## src/rtl/pulse_cdc_pkg.sv

```systemverilog
// Shared constants and helpers for the multi-channel pulse CDC.
// Edge-mode encodings and the counter-width calculation used by each channel.
package pulse_cdc_pkg;

    localparam logic [1:0] EDGE_ANY  = 2'd0;
    localparam logic [1:0] EDGE_RISE = 2'd1;
    localparam logic [1:0] EDGE_FALL = 2'd2;

    function automatic int clog2(input int value);
        int result;
        result = 0;
        for (int v = value - 1; v > 0; v = v >> 1) begin
            result = result + 1;
        end
        return result;
    endfunction

    // A zero-length filter still needs a one-bit counter so the port widths stay legal
    function automatic int cnt_width(input int filter_cnt);
        return (clog2(filter_cnt + 1) < 1) ? 1 : clog2(filter_cnt + 1);
    endfunction

endpackage

```

## src/rtl/pulse_cdc_ch.sv

```systemverilog
// One event channel: synchroniser chain, stability filter, edge qualifier,
// sticky pending flag and overrun flag.
module pulse_cdc_ch
    import pulse_cdc_pkg::*;
#(
    parameter int NUM_STAGES = 2,
    parameter int FILTER_CNT = 0,
    parameter int EDGE_MODE  = 0
) (
    input  logic clk,
    input  logic reset,
    input  logic data_in,
    input  logic ch_en,
    input  logic evt_ack,
    input  logic ovr_clr,
    output logic sync_level,
    output logic sync_pulse,
    output logic evt_pend,
    output logic overrun
);

    localparam int            CW      = cnt_width(FILTER_CNT);
    localparam logic [CW-1:0] CNT_MAX = CW'(FILTER_CNT);
    localparam logic [1:0]    MODE    = (EDGE_MODE == 1) ? EDGE_RISE :
                                        (EDGE_MODE == 2) ? EDGE_FALL : EDGE_ANY;

    (* syn_preserve = 1 *) logic [NUM_STAGES-1:0] sff;
    logic [CW-1:0] cnt;
    logic          sync_in;
    logic          chg;
    logic          edge_ok;
    logic          qual;

    // Pure flop-to-flop chain so the metastability window sees no logic
    always_ff @(posedge clk) begin
        if (reset) begin
            sff <= '0;
        end else begin
            sff <= {sff[NUM_STAGES-2:0], data_in};
        end
    end

    assign sync_in = sff[NUM_STAGES-1];
    assign chg     = (sync_in != sync_level) && (cnt == CNT_MAX);

    always_comb begin
        edge_ok = 1'b1;
        case (MODE)
            EDGE_RISE: edge_ok = sync_in;
            EDGE_FALL: edge_ok = ~sync_in;
            default:   edge_ok = 1'b1;
        endcase
    end

    assign qual = ch_en & chg & edge_ok;

    // A level is accepted only after it has disagreed with the filtered level FILTER_CNT+1 times in a row
    always_ff @(posedge clk) begin
        if (reset) begin
            sync_level <= 1'b0;
            cnt        <= '0;
        end else if (sync_in == sync_level) begin
            cnt <= '0;
        end else if (cnt == CNT_MAX) begin
            sync_level <= sync_in;
            cnt        <= '0;
        end else begin
            cnt <= cnt + CW'(1);
        end
    end

    // Setting wins over clearing for both sticky flags
    always_ff @(posedge clk) begin
        if (reset) begin
            sync_pulse <= 1'b0;
            evt_pend   <= 1'b0;
            overrun    <= 1'b0;
        end else begin
            sync_pulse <= qual;
            evt_pend   <= sync_pulse | (evt_pend & ~evt_ack);
            overrun    <= (sync_pulse & evt_pend & ~evt_ack) | (overrun & ~ovr_clr);
        end
    end

endmodule

```

## src/rtl/pulse_cdc_multi.sv

```systemverilog
// Destination-side multi-channel event synchroniser: NUM_CH independent
// pulse_cdc_ch instances with no interaction between channels.
module pulse_cdc_multi
    import pulse_cdc_pkg::*;
#(
    parameter int NUM_CH     = 4,
    parameter int NUM_STAGES = 2,
    parameter int FILTER_CNT = 0,
    parameter int EDGE_MODE  = 0
) (
    input  logic              clk,
    input  logic              reset,
    input  logic [NUM_CH-1:0] data_in,
    input  logic [NUM_CH-1:0] ch_en,
    input  logic [NUM_CH-1:0] evt_ack,
    input  logic [NUM_CH-1:0] ovr_clr,
    output logic [NUM_CH-1:0] sync_level,
    output logic [NUM_CH-1:0] sync_pulse,
    output logic [NUM_CH-1:0] evt_pend,
    output logic [NUM_CH-1:0] overrun
);

    for (genvar i = 0; i < NUM_CH; i++) begin : g_ch
        pulse_cdc_ch #(
            .NUM_STAGES (NUM_STAGES),
            .FILTER_CNT (FILTER_CNT),
            .EDGE_MODE  (EDGE_MODE)
        ) u_ch (
            .clk        (clk),
            .reset      (reset),
            .data_in    (data_in[i]),
            .ch_en      (ch_en[i]),
            .evt_ack    (evt_ack[i]),
            .ovr_clr    (ovr_clr[i]),
            .sync_level (sync_level[i]),
            .sync_pulse (sync_pulse[i]),
            .evt_pend   (evt_pend[i]),
            .overrun    (overrun[i])
        );
    end

endmodule

```

## config.mk

```make
export PLATFORM = sky130hd
export DESIGN_NAME = pulse_cdc_multi
export DESIGN_NICKNAME = d
export VERILOG_FILES = /design/src/rtl/pulse_cdc_pkg.sv /design/src/rtl/pulse_cdc_ch.sv /design/src/rtl/pulse_cdc_multi.sv
export SDC_FILE = /design/constraint.sdc
export NUM_CORES = 1
export LEC_CHECK = 0
export CORE_MARGIN = 1
export CORE_UTILIZATION = 45
export DETAILED_ROUTE_END_ITERATION = 6
export GPL_ROUTABILITY_DRIVEN = 0
export PLACE_DENSITY = 0.77
export RECOVER_POWER = 50
export SLEW_MARGIN = 10
export SYNTH_ARGS = -nofsm -noshare
export SYNTH_HDL_FRONTEND = slang
export SYNTH_SLANG_ARGS = --single-unit
```

## constraint.sdc

```tcl
create_clock -name clk -period 1.06 [get_ports clk]
set_input_delay 0.212 -clock clk [delete_from_list [all_inputs] [get_ports clk]]
set_output_delay 0.212 -clock clk [all_outputs]
set_load 0.01 [all_outputs]
```

# [After elaboration in Yosys (flattened, before gate mapping)]
# Cells that the tools add are included.
[word_totals] out_inout_bits=16 ramBits=0 in_bits=18 mem_count=0 register_bits=28 romBits=0 latch_bits=0 wordCells=92
[op_classes] n_mul=0 order_cmp=0 n_reduce_logical=12 n_shift=0 add_sub_neg=4 n_div=0 mux=0 n_bitwise=44 n_eq_ne=8
[ops] operator="1-bit AND" n=20
[ops] operator="1-bit NOT" n=16
[ops] operator="3-bit OR reduction" n=4
[ops] operator="1-bit OR" n=8
[ops] operator="2-bit AND reduction" n=4
[ops] operator="1-bit adder, second input constant" n=4
[ops] operator="1-bit equality test" n=4
[ops] operator="1-bit logical AND" n=4
[ops] operator="1-bit != test" n=4

# [Longest topological paths before layout]
[depth] depth_word=3 mapped_depth=3 mapped_depth_nobuf=2

# [Modules after synthesis]
# From an unflattened synthesis, not the netlist that was laid out.
[hier_totals] cells_unflattened=76 hier_area_um2=885.8
[modules_own_cells] mod="pulse_cdc_ch" cells_per_inst=19 seq_area_each_um2=140.1 n_inst=4 area_per_inst_um2=221.5

# [Worst setup path after synthesis]
# No wires, ideal clock.
[synth_path] path_type="input to register" start="in reset" end="reg g_ch[0].u_ch.sync_pulse" setup_ns=0.087 n_path_buf=2 slack_ns=0.276 t_arrival_ns=0.697 required_time_ns=0.973 path_stages=3 path_cell_list="buf_6 buf_12 nor4b_4"
[synth_rtl] element="start: declaration" line_no="pulse_cdc_multi.sv:12" text="input logic reset,"
[synth_rtl] element="end signal: assignment" line_no="pulse_cdc_ch.sv:79" text="sync_pulse <= qual;"
[synth_rtl] element="end: declaration" line_no="pulse_cdc_ch.sv:17" text="output logic sync_pulse,"
# No word-level cell between the ends.

# [Worst setup path in the final report]
[layout_path] start="reg g_ch[3].u_ch.evt_pend" end="out evt_pend[3]"
[layout_rtl] element="start: declaration" line_no="pulse_cdc_ch.sv:18" text="output logic evt_pend,"
[layout_rtl] element="start signal: assignment" line_no="pulse_cdc_ch.sv:80" text="evt_pend <= sync_pulse | (evt_pend & ~evt_ack);"
[layout_rtl] element="end: declaration" line_no="pulse_cdc_multi.sv:19" text="output logic [NUM_CH-1:0] evt_pend,"
# No word-level cell between the ends.

==> flow_summary.yaml <==
final_layout:
  mostFrequentLayoutCells: "dfxtp_2 (16), clkdlybuf4s50_1 (16), dfxtp_1 (12), buf_6 (12), buf_4 (10)"
  drive_gt1_share_pct: 44.4
  area_growth_pct: 34.0
  design_area_mm2: 0.00148
  nets: 143
  n_antenna_cell: 0
timing:
  finalSetupViolations: 0
  drv_slew: 0
  finalCriticalPeriod_ps: 1020
  fmax_mhz: 976
  finalHoldViolCount: 0
  rsz0062_at_grt: "true"
  skew_ps: 11.5
  period_share_pct: 96.6
route:
  ant_nets: 0
  viasPerCell: 4.45
  drc_errors: 0
  wl_per_cell_um: 11.4
  dr_total_vias: 677
  wl_um: 1730
  drtIter0Drc: 3
  dr.pass1.iters: 3
cts:
  clk_latency_ps: 340
  htree_levels: 1
  cts_buffers: 3
  cts_tree: "done"
  cts_buffer_depth: 2
  clk_pin_slew_ps: 160
  cts_root_buf: "clkbuf_4"
  cts_num_sinks: 28
  cts_hold_buf: 0
power_and_ir_drop:
  p_leak_uw: 0.000607
  power.density_mw_per_mm2: 1330
  peakVddDrop_uv: 941
  finalPower_uw: 1980
synth:
  synth_warnings: 0
  synth_seq_cells: 28
  synth_cells: 92
  yosysUniqueCellTypes: 16
  synth-seq-area-share_pct: 50.7
  synth_area_mm2: 0.00111
  synth.avg_cell_area_um2: 12.0
grt:
  grtUsageTotal_pct: 14.5
  grt_first_pass_wirelength_um: 2780
  grt_overflow_total: 0
  antenna_found_initial: 0
  grt_pass1_vias: 652
  grt_max_degree: 29
critical_path:
  path_max_fanout: 2
  critPathSlowestCell: "dfxtp_2"
  endpoint_kind: "output port"
  required_ps: 850
  critical_path_buf_inv_count: 1
  crit_chain: "buf_6"
  worstPathArrival_ps: 810
  startpoint_type: "register"
  path_delay_family: "flip-flops"
  cpPeakStageDelay_ps: 360
  crit_type: "reg -> out"
die:
  initial_core_util_pct: 49.1
  die-width_um: 51.6
  io_pins: 34
  die_y_um: 51.6
  rows: 17
  die_area_mm2: 0.00266
  coreArea_mm2: 0.00225
place:
  place_hpwl_um: 1120
  place_area_mm2: 0.00138
  port-buffer-count: 33
worst_hold_path:
  hp-class: "in -> reg"
outcome:
  status: "complete, no violations"
flow_run:
  maxCapViolations: 0
[state kept, by name, summed over array words and instances (netlist names)]
register,cells
g_ch.u_ch.cnt,4
g_ch.u_ch.sync_pulse,4
g_ch.u_ch.sff,8
g_ch.u_ch.sync_level,4
g_ch.u_ch.evt_pend,4
g_ch.u_ch.overrun,4
[logic make-up (layout without fill, tap and decap cells)]
kind of cell / after synthesis / after routing / synth area share (%)
flip-flops: 28 / 28 / 50.7
AND/OR/NAND/NOR: 24 / 24 / 18.4
buffers and inverters: 23 / 52 / 16.1
AO/OA/AOI/OAI: 8 / 8 / 7.69
XOR/XNOR: 4 / 4 / 3.17
multiplexers: 4 / 4 / 3.62
other: 1 / 4 / 0.339
[power breakdown]
part / switching [uW] / leakage, uW / total, uW / internal, uW
registers: 20.0 / 0.000237 / 1100 / 1080
logic: 55.1 / 0.000342 / 168 / 112
clock network: 324 / 0.0000279 / 707 / 383
[timing repair]
action / 4_1_cts / 5_1_grt
buffers inserted: 5 / 0
gates cloned: 0 / 0
setup endpoints to repair: 16 / 12
resized for setup: 80 / 12
[synthesized netlist by cell type, drive strengths merged]
library cell  instances  area, um^2
inv                   4        15.0
nor4b                 4        86.3
conb                  1        3.75
o32ai                 4        65.1
a21oi                 4        20.0
xnor2                 4        35.0
buf                  19         163
nor2                  4        15.0
mux2i                 4        40.0
dfxtp                28         561
nand2b                8        50.1
and2b                 2        15.0
nor2b                 6        37.5
[layout make-up]
type / count / area (um^2)
clock buffer: 3 / 22.5
clock inverter: 1 / 30.0
fill: 195 / 772
inverter: 4 / 15.0
multi-input combinational: 44 / 379
sequential: 28 / 581
tap: 28 / 35.0
timing repair buffer: 44 / 420
[stage by stage]
step	TNS (ps)	cells	setup slack, ps	util (%)	hold WS [ps]
after global placement	-1970	143	-183	61.1	417
final	0	152	35.6	65.8	398
after detailed placement	-2160	143	-196	61.1	428
after CTS	0	152	12.2	62.4	391
after global routing	-40.3	152	-8.56	65.8	386
after floorplan	0	95	276	-	306
[worst paths after layout]
path	start	endpoint	slack (ps)	cells past startpoint
worst max-delay path	g_ch[3].u_ch.evt_pend$_SDFF_PP0_	evt_pend[3]	40	1
worst min-delay path	data_in[3]	g_ch[3].u_ch.sff[0]$_SDFF_PP0_	400	2
worst max register to register	g_ch[0].u_ch.sync_level$_SDFFE_PP0P_	g_ch[0].u_ch.sync_pulse$_SDFF_PP0_	140	3
worst min register to register	g_ch[1].u_ch.sff[0]$_SDFF_PP0_	g_ch[1].u_ch.sff[1]$_SDFF_PP0_	440	1
[metal layers]
layer | vias to the layer above | track usage (%) | routed length (um)
met5 | - | 0 | 0
met3 | 5 | 2.92 | 92
met2 | 21 | 24.0 | 908
met4 | 0 | 9.46 | 41
li1 | 340 | - | -
met1 | 311 | 16.9 | 683
No activity file was read; power rests on OpenSTA's default activity.
